==> src/rtl/pcle_pkg.sv <==
// Shared definitions for the pcle_dn down-counter stage.
package pcle_pkg;

    // Default stage width
    localparam int PCLE_W = 8;

    // Timer FSM states
    typedef enum logic [1:0] {
        IDLE = 2'd0,
        RUN  = 2'd1,
        DONE = 2'd2
    } pcle_dn_state_t;

endpackage

==> src/rtl/pcle_dn_borrow.sv <==
// Zero-detect and borrow lookahead for one pcle_dn stage; the count-down
// counterpart of the up-count carry cell.
module pcle_dn_borrow #(
    parameter int W = 8
) (
    input  logic [W-1:0] cnt,
    input  logic         cq,
    input  logic         run,
    output logic         bout,
    output logic [W-1:0] cnt_dec
);

    logic zero;

    // Borrow only when a qualified count hits zero while running
    always_comb begin
        zero    = (cnt == '0);
        bout    = cq & zero & run;
        cnt_dec = cnt - W'(1);
    end

endmodule

==> src/rtl/pcle_dn.sv <==
// Registered loadable down-counter stage with cascadable borrow chain and
// one-shot timer FSM. Define PCLE_DN_AUTORELOAD_EN to reload from rld on
// each borrow instead of stopping in DONE.
module pcle_dn
    import pcle_pkg::*;
#(
    parameter int W = PCLE_W
) (
    input  logic         clk,
    input  logic         rst_n,
    input  logic         load,
    input  logic [W-1:0] load_val,
    input  logic         en,
    input  logic         hold,
    input  logic         bin,
    output logic [W-1:0] cnt,
    output logic         bout,
    output logic         expire,
    output logic         busy
);

    pcle_dn_state_t state;
    logic [W-1:0]   cnt_q;
    logic [W-1:0]   rld;
    logic [W-1:0]   cnt_dec;
    logic           expire_q;
    logic           cq;
    logic           run;

    // Qualified count: load pre-empts, hold overrides enable, bin gates the stage
    always_comb begin
        cq  = ~load & en & ~hold & bin;
        run = (state == RUN);
    end

    pcle_dn_borrow #(
        .W (W)
    ) u_borrow (
        .cnt     (cnt_q),
        .cq      (cq),
        .run     (run),
        .bout    (bout),
        .cnt_dec (cnt_dec)
    );

    // Counter, reload register, FSM and expire pulse
    always_ff @(posedge clk or negedge rst_n) begin
        if (!rst_n) begin
            state    <= IDLE;
            cnt_q    <= '0;
            rld      <= '0;
            expire_q <= 1'b0;
        end else begin
            expire_q <= 1'b0;
            if (load) begin
                state <= RUN;
                cnt_q <= load_val;
                rld   <= load_val;
            end else if (run && cq) begin
                if (bout) begin
                    expire_q <= 1'b1;
`ifdef PCLE_DN_AUTORELOAD_EN
                    cnt_q <= rld;
`else
                    state <= DONE;
`endif
                end else begin
                    cnt_q <= cnt_dec;
                end
            end
        end
    end

    // Registered outputs
    always_comb begin
        cnt    = cnt_q;
        expire = expire_q;
        busy   = run;
    end

endmodule

==> config.mk <==
export PLATFORM = sky130hd
export DESIGN_NAME = pcle_dn
export DESIGN_NICKNAME = d
export VERILOG_FILES = /design/src/rtl/pcle_pkg.sv /design/src/rtl/pcle_dn_borrow.sv /design/src/rtl/pcle_dn.sv
export SDC_FILE = /design/constraint.sdc
export NUM_CORES = 1
export LEC_CHECK = 0
export ABC_AREA = 1
export CORE_UTILIZATION = 41
export CTS_CLUSTER_DIAMETER = 150
export DETAILED_ROUTE_END_ITERATION = 6
export PLACE_DENSITY = 0.76
export SETUP_SLACK_MARGIN = 0.3
export SLEW_MARGIN = 20
export SYNTH_ARGS = -nofsm -noshare
export SYNTH_HDL_FRONTEND = slang
export SYNTH_SLANG_ARGS = --single-unit
export TNS_END_PERCENT = 20
==> constraint.sdc <==
create_clock -name clk -period 3.95 [get_ports clk]
set_input_delay 0.5925 -clock clk [delete_from_list [all_inputs] [get_ports clk]]
set_output_delay 0.5925 -clock clk [all_outputs]
set_load 0.05 [all_outputs]
# Yosys cells after proc, flatten, opt, wreduce, memory -nomap -nowiden
# Index checks and enable logic that the tools add are counted.
# classes
n_reduce_logical,6
order_cmp,0
add_sub_neg,1
mul,0
n_eq_ne,2
div_mod_pow,0
bitwise,7
n_mux,9
shifts,0
# ops
cell,count
$mux W8,3
$logic_not A8 Y1,1
$sub A8 B1 Y8 const B,1
$mux W2,3
$and A1 B1 Y1,5
$reduce_and A2 Y1,2
$reduce_bool A2 Y1,2
$mux W1,3
$eq A2 B1 Y1 const B,1
$ne A2 B2 Y1 const B,1
$not A1 Y1,2
$logic_and A1 B1 Y1,1
# word_totals
wordCells,28
latchBits,0
ff_bits,11
ram_bits,0
out_inout_bits,11
memories,0
mem_bits_ro,0

# Logic depth before layout (Yosys ltp)
# logic_depth
ltp_word,9
ltp_mapped,8

# Hierarchy
# From an unflattened synthesis, not the netlist that was laid out.
# hier_totals
cells_unflattened,112
area_unflattened_um2,822.0
# modules_own_cells
module,n_inst,area_per_inst_um2,cells_each
pcle_dn,1,639.4,78
pcle_dn_borrow,1,182.7,34

# Worst setup path after synthesis
# OpenSTA, ideal clock, no wires.
# synth_timing
kind,flip-flop to output port
startpoint,"reg cnt_q[0], in the netlist cnt[0]"
endpoint,out bout
path_slack_ns,1.569
path_buffers,0
path_stages_with_launch,5
t_arrival_ns,1.789
path_cell_list,dfrtp_1 > inv_1 > ha_1 > nand3_1 > nor3_2
# synth_via
elab_chain_len,3
# synth_lines
item,line,rtl
start: declaration,pcle_dn.sv:23,logic [W-1:0] cnt_q;
start signal: assignment,pcle_dn.sv:57,cnt_q <= load_val;
start signal: assignment,pcle_dn.sv:68,cnt_q <= cnt_dec;
$logic_not A8 Y1,pcle_dn_borrow.sv:17,zero = (cnt == '0);
$and A1 B1 Y1 (2 in a row),pcle_dn_borrow.sv:18,bout = cq & zero & run;
end: declaration,pcle_dn.sv:17,"output logic bout,"
# Every way passes these cells.

# Worst setup path in the final report
# layout_timing
startpoint,in load
endpoint,out bout
# layout_via
elab_chain_len,6
# layout_lines
item,line,rtl
start: declaration,pcle_dn.sv:11,"input logic load,"
$not A1 Y1,pcle_dn.sv:32,cq = ~load & en & ~hold & bin;
$and A1 B1 Y1 (3 in a row),pcle_dn.sv:32,
$and A1 B1 Y1 (2 in a row),pcle_dn_borrow.sv:18,
# Every way passes these cells.

==> out/metrics.cfg <==
[layout]
seq_area_um2 = 275
antenna_cells = 0
stdcell_count = 138
drive_gt1_share_pct = 10.7
fillers = 150
fin_nets = 139
area_growth_pct = 39.0
multiInputGateArea_um2 = 400

[global_route]
grt_max_degree = 12
overflow = 0
grt_pass1_vias = 610
antenna_found_initial = 0
grt_use_total_pct = 17.7
grt_pass1_wl_mm = 2.52

[cts]
cts_buffer_depth = 2
clk_latency_ns = 0.27
ctsHtreeMaxLevel = 1
clk_pin_slew_ns = 0.06
post_cts_buffers = 0
clock-root-buffer = clkbuf_4
cts_made_buffers = 3
cts_tree = built
clock_sinks = 11
cts_hold_buf = 0
cts-resized-gates = 0

[sta]
fmax_mhz = 320
timing.final.crit_share_pct = 79.2
slew_headroom_pct = 66.5
tns_ns = 0
tightest_slew_ns = 0.501
post-route-min-period_ns = 3.13
maxSlewViolCount = 0
rsz0062_at_grt = no
setup-violations-final = 0
finalHoldViolations = 0
finClkSkew_ns = 0.0120

[route]
drtPass1Iterations = 7
vias = 696
wl_per_cell_um = 11.1
drt_iter0_markers = 15
ant_nets = 0
routed_wl_mm = 1.53
drc_errors = 1
vias_per_cell = 5.04

[pwr]
vdd_ir_drop_max_mv = 0.231
clkPwrFrac_pct = 20.7
p_seq_share_pct = 38.5
powerDensity_nw_per_um2 = 364
power.switching_uw = 146
comb_power_share_pct = 40.9
sw_frac_of_total_pct = 39.9
total_power_uw = 366
p_leak_uw = 0.000473
intPower_uw = 220

[floorplan]
fp.dieArea_um2 = 1940
start_util_pct = 46.0
fp.coreArea_um2 = 1580
fp-row-count = 14
die_w_um = 44.0
dieHeight_um = 44.0
design.portCount = 25

[critical_path]
crit_required_ns = 3.36
worst_path_dominant_cell_family = buffers and inverters
cpMostUsedCell = clkdlybuf4s50_1
crit_fanout = 11
crit_path_start_kind = primary input
worstSetupEndpointType = output pin
slowest_delay_ns = 0.84
cp_slowest_cell = clkdlybuf4s50_1
crit_buf_inv = 3
worstPathCellList = clkdlybuf4s50_1 -> buf_4 -> nor2_1 -> nand3b_4 -> nor3_2 -> clkdlybuf4s50_1
rr_worst_depth = 8
crit_cells = 6
worstPathArrival_ns = 2.53
worstSetupPathType = primary input to output pin

[synthesis]
synth-seq-area-share_pct = 38.0
synth_mux_area_share_pct = 1.38
synthesis.nets = 110
netlist_area_um2 = 724
ys_types = 20
synth_fa_ha_area_share_pct = 3.45
ys_warn_count = 0
synthSimpleGateAreaFrac_pct = 43.2
synth_top_family_by_area = simple AND/OR/NAND/NOR gates
syn_area_per_cell_um2 = 7.71
ys_ff_latch = 11
synth_xor_xnor_area_share_pct = 2.42
synth_compound_area_share_pct = 4.84
synthCells = 94

[place]
gp_congestion = 0.839
port_buffers = 24
dp_hpwl_mm = 1.22
numPlacedInstances = 134

[status]
violations = design-rule violations
outcome = finished, violations left

[hold_path]
hold_depth = 2
hold_path.class = flop to flop

[run]
drv_cap = 0

[kinds of logic after synthesis]
logic type               after synthesis
flip-flops                            11
XOR/XNOR                               2
AND/OR/NAND/NOR                       60
adder cells (fa/ha/maj)                2
buffers and inverters                 11
AO/OA/AOI/OAI                          7
multiplexers                           1
[placed cells by master, fill, tap and decap left out, drive strengths merged]
cell type and n:
xor2 1, inv 10, clkbuf 4, clkdlybuf4s50 24, buf 1, ha 2, nor2 13, nand3 12
o21ai 7, nand3b 1, dfrtp 11, nand2 31, nor3 2, xnor2 1, nand4 1, mux2i 1
[sequential cells by signal (all words and copies together) (netlist names)]
register and count:
state 2, expire 1, cnt 8
[stage by stage]
stage                     setup WS (ns)  cell area (µm²)  hold slack [ns]  util, %
after detailed placement          0.819              981            0.503     62.2
after global routing              0.716             1010            0.572     63.9
after global placement            0.847              981            0.495     62.2
after floorplan                    1.57              724            0.297        -
after CTS                         0.818             1010            0.521     63.9
final                             0.823             1010            0.515     63.9
[final cells by class]
type,instances,area share (%)
inverters,10,3.73
repair buffers,25,24.6
well taps,16,1.99
clock buffers,4,2.61
multi-input cells,72,39.8
flip-flops and latches,11,27.3
[power groups by stage]
stage	Clock (µW)	Sequential [µW]	Combinational, µW
final	75.7	141	150
after global routing	81.6	143	164
after CTS	78.2	141	151
after detailed placement	0	143	150
after global placement	0	142	148
after floorplan	0	181	59.9
[path summary, 6_finish.rpt]
check	slack, ns	endpoint	from
hold / removal	0.52	cnt[0]	cnt[0]
max in group asynchronous	2.94	cnt[2]	rst_n
min in group asynchronous	0.66	cnt[6]	rst_n
setup reg to reg	2.50	cnt[2]	cnt[0]
setup / recovery	0.82	bout	load
hold reg to reg	0.52	cnt[0]	cnt[0]
[routing by layer]
metal | part of all wire (%) | GRT usage (%) | vias up
met2 | 49 | 27.4 | 11
li1 | - | - | 358
met4 | 0.59 | 7.27 | 0
met5 | 0 | 0 | -
met3 | 2.9 | 2.45 | 2
met1 | 47 | 24.9 | 325
[worst register-to-register path, cell delays in order (launching register included)]
cell	delay [ns]
dfrtp_1	0.39
inv_1	0.12
ha_1	0.16
nand3_1	0.18
nor2_4	0.18
nor2_4	0.08
nor2_8	0.14
nand2_1	0.06
o21ai_1	0.07
[synthesized netlist by cell type]
library cell  instances  area [µm²]
nand2_1              30         113
nand3_1              12        60.1
dfrtp_1              11         275
inv_1                10        37.5
nor2_1                7        26.3
o21ai_0               5        25.0
nor2_4                3        33.8
ha_1                  2        25.0
nor2_2                2        12.5
o21ai_1               2        10.0
buf_6                 1        11.3
mux2i_1               1        10.0
nand2_2               1        6.26
nand3b_4              1        20.0
nand4_1               1        6.26
nor2_8                1        20.0
nor3_1                1        5.00
nor3_2                1        10.0
xnor2_1               1        8.76
xor2_1                1        8.76
Note: power is estimated with default switching activity, not from simulation.
